===== src/rtl/ball_game_pkg.sv =====
// Shared definitions for the ball game sequencer: FSM state encodings, playfield
// limits, default lives and a saturating score increment.
package ball_game_pkg;

  localparam logic [2:0] ST_IDLE    = 3'd0;
  localparam logic [2:0] ST_RUN     = 3'd1;
  localparam logic [2:0] ST_PAUSE   = 3'd2;
  localparam logic [2:0] ST_RESPAWN = 3'd3;
  localparam logic [2:0] ST_OVER    = 3'd4;

  localparam int FIELD_X_MAX   = 639;
  localparam int FIELD_Y_MAX   = 479;
  localparam int LIVES_DEFAULT = 3;

  function automatic logic [15:0] sat_inc16(input logic [15:0] v);
    return (v == 16'hFFFF) ? v : v + 16'd1;
  endfunction

endpackage


===== src/rtl/ball_tick_gen.sv =====
// Ball step divider: counts 0..TICK_DIV-1 and flags the edge on which the count
// lands on TICK_DIV-1. clear_i forces the count to 0, hold_i freezes it.
module ball_tick_gen #(
  parameter int TICK_DIV = 4
) (
  input  logic clk,
  input  logic reset,
  input  logic clear_i,
  input  logic hold_i,
  output logic tick_o
);

  localparam int            CW   = (TICK_DIV > 1) ? $clog2(TICK_DIV) : 1;
  localparam logic [CW-1:0] LAST = CW'(TICK_DIV - 1);

  logic [CW-1:0] count_q, count_d;

  // NOTE: every combinational output gets a default first so no path leaves it unassigned (no latch).
  always_comb begin
    count_d = count_q;
    if (clear_i) begin
      count_d = '0;
    end else if (!hold_i) begin
      count_d = (count_q == LAST) ? '0 : count_q + CW'(1);
    end
  end

  // Asserted when the next count reads LAST, so a registered copy lines up with it.
  assign tick_o = !clear_i && !hold_i && (count_d == LAST);

  // NOTE: state uses non-blocking assignments so all registers update together at the edge.
  always_ff @(posedge clk) begin
    if (reset) begin
      count_q <= '0;
    end else begin
      count_q <= count_d;
    end
  end

endmodule


===== src/rtl/ball_game_ctrl.sv =====
// Ball game sequencer: step strobes, move gating, out-of-field detection, score,
// lives and game-over. Optional pause support is enabled by BALL_CTRL_PAUSE_EN.
module ball_game_ctrl
  import ball_game_pkg::*;
#(
  parameter int TICK_DIV = 4,
  parameter int Y_MIN    = 0,
  parameter int Y_MAX    = FIELD_Y_MAX,
  parameter int LIVES    = LIVES_DEFAULT
) (
  input  logic        clk,
  input  logic        reset,
  input  logic        start,
  input  logic        pause_btn,
  input  logic        left_in,
  input  logic        right_in,
  input  logic [15:0] y_ball,
  output logic        ball_reset,
  output logic        step_en,
  output logic        left,
  output logic        right,
  output logic [2:0]  state,
  output logic [15:0] score,
  output logic [1:0]  lives,
  output logic        game_over
);

  localparam logic [1:0] LIVES_INIT = 2'(LIVES);

  logic [2:0]  state_q, state_d;
  logic [15:0] score_q, score_d;
  logic [1:0]  lives_q, lives_d;
  logic        ball_reset_q, ball_reset_d;
  logic        step_en_q, step_en_d;
  logic        left_q, left_d;
  logic        right_q, right_d;
  logic        game_over_q, game_over_d;

  logic in_run, out_of_field, tick, tick_clear, tick_hold;

  assign in_run       = (state_q == ST_RUN);
  assign out_of_field = in_run && ((int'(y_ball) < Y_MIN) || (int'(y_ball) > Y_MAX));

`ifdef BALL_CTRL_PAUSE_EN
  assign tick_hold = (state_q == ST_PAUSE) || (in_run && !out_of_field && pause_btn);
`else
  logic unused_pause;
  assign unused_pause = pause_btn;
  assign tick_hold    = 1'b0;
`endif

  // A life loss restarts the step phase, as does every entry into RUN.
  assign tick_clear = !(in_run || (state_q == ST_PAUSE)) || out_of_field;

  ball_tick_gen #(
    .TICK_DIV (TICK_DIV)
  ) u_tick (
    .clk     (clk),
    .reset   (reset),
    .clear_i (tick_clear),
    .hold_i  (tick_hold),
    .tick_o  (tick)
  );

  always_comb begin
    state_d      = state_q;
    score_d      = score_q;
    lives_d      = lives_q;
    ball_reset_d = 1'b0;
    step_en_d    = 1'b0;
    left_d       = 1'b0;
    right_d      = 1'b0;
    game_over_d  = 1'b0;
    case (state_q)
      ST_IDLE: begin
        ball_reset_d = 1'b1;
        if (start) begin
          state_d      = ST_RUN;
          ball_reset_d = 1'b0;
        end
      end
      ST_RUN: begin
        if (out_of_field) begin
          if (lives_q > 2'd1) begin
            lives_d      = lives_q - 2'd1;
            state_d      = ST_RESPAWN;
            ball_reset_d = 1'b1;
          end else begin
            lives_d     = 2'd0;
            state_d     = ST_OVER;
            game_over_d = 1'b1;
          end
        end
`ifdef BALL_CTRL_PAUSE_EN
        else if (pause_btn) begin
          state_d = ST_PAUSE;
        end
`endif
        else if (tick) begin
          step_en_d = 1'b1;
          left_d    = left_in & ~right_in;
          right_d   = right_in & ~left_in;
          score_d   = sat_inc16(score_q);
        end
      end
`ifdef BALL_CTRL_PAUSE_EN
      ST_PAUSE: begin
        if (pause_btn) begin
          state_d = ST_RUN;
        end
      end
`endif
      ST_RESPAWN: begin
        state_d = ST_RUN;
      end
      ST_OVER: begin
        game_over_d = 1'b1;
        if (start) begin
          state_d      = ST_IDLE;
          score_d      = 16'd0;
          lives_d      = LIVES_INIT;
          game_over_d  = 1'b0;
          ball_reset_d = 1'b1;
        end
      end
      default: begin
        state_d      = ST_IDLE;
        ball_reset_d = 1'b1;
      end
    endcase
  end

  always_ff @(posedge clk) begin
    if (reset) begin
      state_q      <= ST_IDLE;
      score_q      <= 16'd0;
      lives_q      <= LIVES_INIT;
      ball_reset_q <= 1'b1;
      step_en_q    <= 1'b0;
      left_q       <= 1'b0;
      right_q      <= 1'b0;
      game_over_q  <= 1'b0;
    end else begin
      state_q      <= state_d;
      score_q      <= score_d;
      lives_q      <= lives_d;
      ball_reset_q <= ball_reset_d;
      step_en_q    <= step_en_d;
      left_q       <= left_d;
      right_q      <= right_d;
      game_over_q  <= game_over_d;
    end
  end

  assign state      = state_q;
  assign score      = score_q;
  assign lives      = lives_q;
  assign ball_reset = ball_reset_q;
  assign step_en    = step_en_q;
  assign left       = left_q;
  assign right      = right_q;
  assign game_over  = game_over_q;

endmodule


===== config.mk =====
export PLATFORM = sky130hd
export DESIGN_NAME = ball_game_ctrl
export DESIGN_NICKNAME = d
export VERILOG_FILES = /design/src/rtl/ball_game_pkg.sv /design/src/rtl/ball_tick_gen.sv /design/src/rtl/ball_game_ctrl.sv
export SDC_FILE = /design/constraint.sdc
export NUM_CORES = 1
export LEC_CHECK = 0
export ABC_AREA = 1
export CORE_MARGIN = 2
export CORE_UTILIZATION = 56
export CTS_BUF_LIST = sky130_fd_sc_hd__clkbuf_8 sky130_fd_sc_hd__clkbuf_16
export CTS_CLUSTER_SIZE = 24
export DETAILED_ROUTE_END_ITERATION = 8
export DONT_BUFFER_PORTS = 1
export PLACE_DENSITY = 0.74
export RECOVER_POWER = 50
export REMOVE_ABC_BUFFERS = 1
export SYNTH_ARGS = -nofsm -noshare
export SYNTH_HDL_FRONTEND = slang
export SYNTH_SLANG_ARGS = --single-unit

===== constraint.sdc =====
create_clock -name clk -period 1.5 [get_ports clk]
set_input_delay 0.225 -clock clk [delete_from_list [all_inputs] [get_ports clk]]
set_output_delay 0.225 -clock clk [all_outputs]
set_load 0.01 [all_outputs]

# Word-level counts from Yosys, hierarchy flattened
# Cells that the tools add are included.
dict set report classes {
  eq_ne 13
  reduce_logical 13
  n_lt_le_gt_ge 2
  bitwise_logic 6
  mux 25
  addsub 3
}
# cell n
set ops {}
lappend ops {{$mux 16} 4}
lappend ops {{$pmux 16 s2} 1}
lappend ops {{$add 16x1->16 const B} 1}
lappend ops {{$eq 16x16->1 const B} 1}
lappend ops {{$gt 16x9->1 const B} 1}
lappend ops {{$mux 3} 4}
lappend ops {{$pmux 3 s4} 1}
lappend ops {{$mux 2} 5}
lappend ops {{$ne 2x2->1 const B} 4}
lappend ops {{$mux 1} 7}
lappend ops {{$eq 3x2->1 const B} 2}
lappend ops {{$reduce_and 3->1} 2}
lappend ops {{$reduce_and 5->1} 1}
lappend ops {{$eq 2x2->1 const B} 2}
lappend ops {{$ne 2x1->1 const B} 2}
lappend ops {{$not 1->1} 4}
lappend ops {{$pmux 1 s4} 1}
lappend ops {{$pmux 2 s2} 1}
lappend ops {{$reduce_or 4->1} 1}
lappend ops {{$eq 3x1->1 const B} 1}
lappend ops {{$eq 3x3->1 const B} 1}
lappend ops {{$logic_not 3->1} 1}
lappend ops {{$reduce_or 3->1} 1}
lappend ops {{$add 2x1->2 const B} 1}
lappend ops {{8 further kinds} 12}
dict set report word_totals {
  reg_bits 28
  out_inout_bits 26
  wordCells 71
}

# Longest topological paths before layout
dict set report depth {
  ltp_word 10
  mapped_depth 11
  ltp_nobuf 10
}

# Hierarchy
# Synthesis repeated with hierarchy kept, for this count alone.
dict set report unflattened {
  hier_cells 270
  area_unflattened_um2 1716.6
}
# mod cells_each area_per_inst_um2 n_inst
set by_module_without_submodules {}
lappend by_module_without_submodules {ball_game_ctrl 254 1606.5 1}
lappend by_module_without_submodules {ball_tick_gen 16 110.1 1}

# Worst setup path after synthesis
# Ideal clock, no wire load.
dict set report synth_timing {
  path_type {register to register}
  startpoint {register score_q[0], in the netlist score[0]}
  endpoint {register score_q[4], in the netlist score[4]}
  t_arrival_ns 1.525
  setup_slack_ns -0.094
  path_stages_with_launch 11
  path_cell_list {dfxtp_1 > ha_1 > nand2_1 > nor2_2 > nand4_1 > nand2_2 > inv_2 > nand2_4 > buf_6 > nand3_1 > a21oi_2}
}
dict set report synth_via {
  elab_chain_cells 5
  word_cells_on_any_way 8
  classes_between {1 x add/sub; 2 x eq/ne; 4 x mux; 1 x reduce/logical}
}
# element line_no
set synth_lines {}
lappend synth_lines {{from (decl)} ball_game_ctrl.sv:31} ;# logic [15:0] score_q, score_d;
lappend synth_lines {{from (signal assigned)} ball_game_ctrl.sv:145} ;# score_q <= score_d;
lappend synth_lines {{$add 16x1->16} ball_game_pkg.sv:16} ;# return (v == 16'hFFFF) ? v : v + 16'd1;
lappend synth_lines {{$mux 16} ball_game_pkg.sv:16}
lappend synth_lines {{$mux 16} ball_game_ctrl.sv:99} ;# else if (tick) begin
lappend synth_lines {{$mux 16} ball_game_ctrl.sv:83} ;# if (out_of_field) begin
lappend synth_lines {{$pmux 16 s2} ball_game_ctrl.sv:74} ;# case (state_q)
# Parallel ways exist; a longest one is shown, timed or not. The select of a mux whose other input is x is not followed.
# A chain may end at the register's enable or synchronous reset.

# Worst setup path after layout
dict set report layout_timing {
  startpoint {register state_q[1], in the netlist state[1]}
  endpoint {register score_q[13], in the netlist score[13]}
}
dict set report layout_via {
  elab_chain_cells 9
  word_cells_on_any_way 18
  classes_between {8 x eq/ne; 2 x mux; 8 x reduce/logical}
}
# element line_no
set layout_lines {}
lappend layout_lines {{from (decl)} ball_game_ctrl.sv:30} ;# logic [2:0] state_q, state_d;
lappend layout_lines {{from (signal assigned)} ball_game_ctrl.sv:144} ;# state_q <= state_d;
lappend layout_lines {{$eq 3x1->1 / $eq 3x2->1 (equally long branches)} {ball_game_ctrl.sv:41, ball_game_ctrl.sv:74, ball_game_ctrl.sv:53}}
lappend layout_lines {{$logic_or 1x1->1} ball_game_ctrl.sv:53} ;# assign tick_clear = !(in_run || (state_q == ST_PAUSE)) || out_of_field;
lappend layout_lines {{$logic_not 1->1} ball_game_ctrl.sv:53}
lappend layout_lines {{$logic_or 1x1->1} ball_game_ctrl.sv:53}
lappend layout_lines {{$mux 2} ball_tick_gen.sv:21} ;# if (clear_i) begin
lappend layout_lines {{$eq 2x2->1} ball_tick_gen.sv:29} ;# assign tick_o = !clear_i && !hold_i && (count_d == LAST);
lappend layout_lines {{$logic_and 1x1->1} ball_tick_gen.sv:29}
lappend layout_lines {{$ne 2x1->1 (no line)} -}
lappend layout_lines {{$reduce_and 5->1 (no line)} -}
# Parallel ways exist; a longest one is shown, timed or not.

==> flow_metrics.py <==
metrics = {
    "run_status": {
        "status": "finished, violations left",
        "failed_checks": "negative hold slack, negative setup slack",
    },
    "routing": {
        "drt_iter0_drc": 79,
        "antenna_left": 0,
        "avgRoutedWirePerCell_um": 13.5,
        "routed_wl_um": 3970,
        "via_count": 1597,
        "routed_via_density": 5.41,
        "first_pass_iters": 4,
        "drc": 0,
    },
    "place": {
        "dp_hpwl_um": 2590,
        "routabilityCongestion": 0.873,
        "dpl_cell_area_mm2": 0.00186,
        "pre_cts_ws_ns": -0.0250,
        "port_buffers": 0,
    },
    "final_layout": {
        "final_cell_mix": "nand2_1, nor2_1, buf_4",
        "area_delta_synth_final_pct": 30.0,
        "fin_nets": 289,
        "n_fill_cell": 212,
        "n_antenna_cell": 0,
        "fin_area_mm2": 0.00208,
        "drive_gt1_share_pct": 33.3,
        "layout_commonest_cell": "nand2_1",
    },
    "setup_path": {
        "cp-endpoint": "score[13]",
        "cp.arrival_ns": 1.73,
        "crit_top_cell": "nand2_4",
        "end_kind": "register",
        "cp_max_fo": 7,
        "worstPathRequired_ns": 1.72,
        "path_cells": "inv_2 > nand2_4 > nor2_4 > nand3_4 > nand2_4 > nand2_4 > o21bai_4 > clkbuf_16 > nand2_1 > a21oi_1",
        "reg2reg_to": "score[13]",
        "r2r-start": "state[1]",
        "path_depth": 10,
        "crit_type": "reg2reg",
        "r2r_cells": 10,
        "r2r_slack_ns": -0.01,
        "critical_path.startpoint_type": "register",
        "cpPeakStageDelay_ns": 0.35,
        "crit_path_start": "state[1]",
        "cp_top_family": "simple AND/OR/NAND/NOR gates",
        "cpMaxStageDelayCell": "dfxtp_2",
        "cp_num_buf_inv": 2,
    },
    "timing": {
        "skew_ns": 0.00389,
        "hold_viol": 10,
        "layout_setup_ws_ns": -0.0148,
        "tightest_slew_ns": 0.268,
        "fin_tns_setup_ns": -0.0194,
        "fin_crit_sh_pct": 101,
        "fin_hold_ws_ns": -0.00987,
        "drv_slew": 0,
        "rsz0062_at_grt": "yes",
        "setup_viol": 2,
        "timing.slew.headroom_pct": 82.1,
        "post-route-min-period_ns": 1.51,
        "max_freq_mhz": 660,
    },
    "power_and_ir_drop": {
        "total_power_w": 0.00152,
        "p_per_area_mw_per_mm2": 727,
        "p_leak_nw": 0.837,
        "vdd_drop_max_mv": 0.653,
    },
    "die": {
        "rows": 19,
        "die_height_um": 57.5,
        "core_area_mm2": 0.00273,
        "start_util_pct": 58.7,
        "die-area_mm2": 0.00331,
        "boundaryPins": 48,
        "fp.dieW_um": 57.5,
    },
    "yosys": {
        "synth_seq_cells": 28,
        "yosys_warnings": 0,
        "synth_area_leaders": "dfxtp_1, nand2_1, nor2_1",
        "yosys.area.top_type": "dfxtp_1",
        "syn_area_per_cell_um2": 6.97,
        "synth.distinct_cells": 31,
        "syn_inst": 230,
        "yosysTopAreaCellShare_pct": 34.9,
        "yosysSeqAreaShare_pct": 34.9,
        "synth_area_mm2": 0.00160,
    },
    "global_routing": {
        "grt_max_degree": 23,
        "grt_pass1_wl_um": 6090,
        "antenna_found_initial": 0,
        "grt_pass1_vias": 1446,
        "grt_util_all_layers_pct": 23.2,
        "overflow": 0,
    },
    "min_path": {
        "hold_depth": 1,
        "hp-class": "in2reg",
    },
    "clocking": {
        "clk_latency_ns": 0.28,
        "htreeDepth": 1,
        "clk_pin_slew_ns": 0.10,
        "ctsRootBufferMaster": "clkbuf_8",
        "numCtsBuffers": 3,
        "cts_tree": "built",
        "clock_path_buffers": 2,
        "cts.sinks": 28,
    },
    "job": {
        "maxCapViolations": 0,
    },
}
## flip-flops by register name (all words and copies together) (netlist names)
name and count:
u_tick.count_q 2, right 1, left 1, ball_reset 1, score 16, game_over 1, lives 2, state 3
step_en 1
## cells in the mapped netlist, drive strengths merged
cell and number:
nand3 23, o21ai 2, or2 2, o211ai 2, clkbuf 1, o21bai 2
buf 5, o31ai 1, nand2 53, nor2 42, dfxtp 28, ha 2
a21oi 24, inv 23, nand4 3, xnor2 1, xor2 9, a31oi 1
nor3 6
## per-layer routing
| layer | GRT usage [%] | share of wire (%) | wire length (um) |
|---|---|---|---|
| met3 | 3.85 | 4.1 | 162 |
| met4 | 6.98 | 0.96 | 38 |
| met1 | 29.0 | 44 | 1760 |
| met2 | 40.7 | 51 | 2010 |
| met5 | 0 | 0 | 0 |
## cell families (layout without fill, tap and decap cells)
group | count (synthesis) | in the layout | synth area share [%]
and+or+nand+nor | 129 | 129 | 36.8
adders and majority gates | 2 | 2 | 1.56
xor gates and xnor gates | 10 | 10 | 5.46
AOI/OAI and AO/OA | 32 | 32 | 13.4
buffers and inverters | 29 | 63 | 7.80
DFF | 28 | 28 | 34.9
## report_power, final
| group | leakage [nW] | switching [W] | internal, W |
|---|---|---|---|
| Clock | 0.0357 | 0.000245 | 0.000358 |
| Sequential | 0.229 | 0.0000230 | 0.000761 |
| Combinational | 0.573 | 0.0000723 | 0.0000564 |
## worst min-delay path by stage
| stage | from | to | slack [ns] |
|---|---|---|---|
| final | reset | score[7] | -0.01 |
| after CTS | reset | score[7] | -0.01 |
| after detailed placement | reset | score[7] | 0.29 |
| after global placement | reset | score[7] | 0.29 |
| after global routing | reset | score[7] | -0.02 |
| after floorplan | reset | score[3] | 0.29 |
## metrics by stage
stage / util [%] / instances
global placement: 68.2 / 288
global route: 76.2 / 295
CTS: 71.7 / 292
floorplan: - / 224
detailed placement: 68.2 / 288
finish: 76.2 / 295
## final cells by class
class / instances / area (um^2) / share of cell area, %
multi-input cells: 173 / 1010 / 48.4
flip-flops and latches: 28 / 568 / 27.3
repair buffers: 36 / 307 / 14.7
inverters: 23 / 91.3 / 4.38
clock buffers: 3 / 41.3 / 1.98
well taps: 31 / 38.8 / 1.86
clock inverters: 1 / 30.0 / 1.44
## repair_timing
item / in CTS / in global routing
setup buffers: 0 / 1
cloned: 0 / 1
pin swaps: 1 / 6
setup endpoints to repair: 14 / 20
endpoints found under the hold margin: 10 / 18
resized for setup: 6 / 28
No activity file was read; power rests on OpenSTA's default activity.
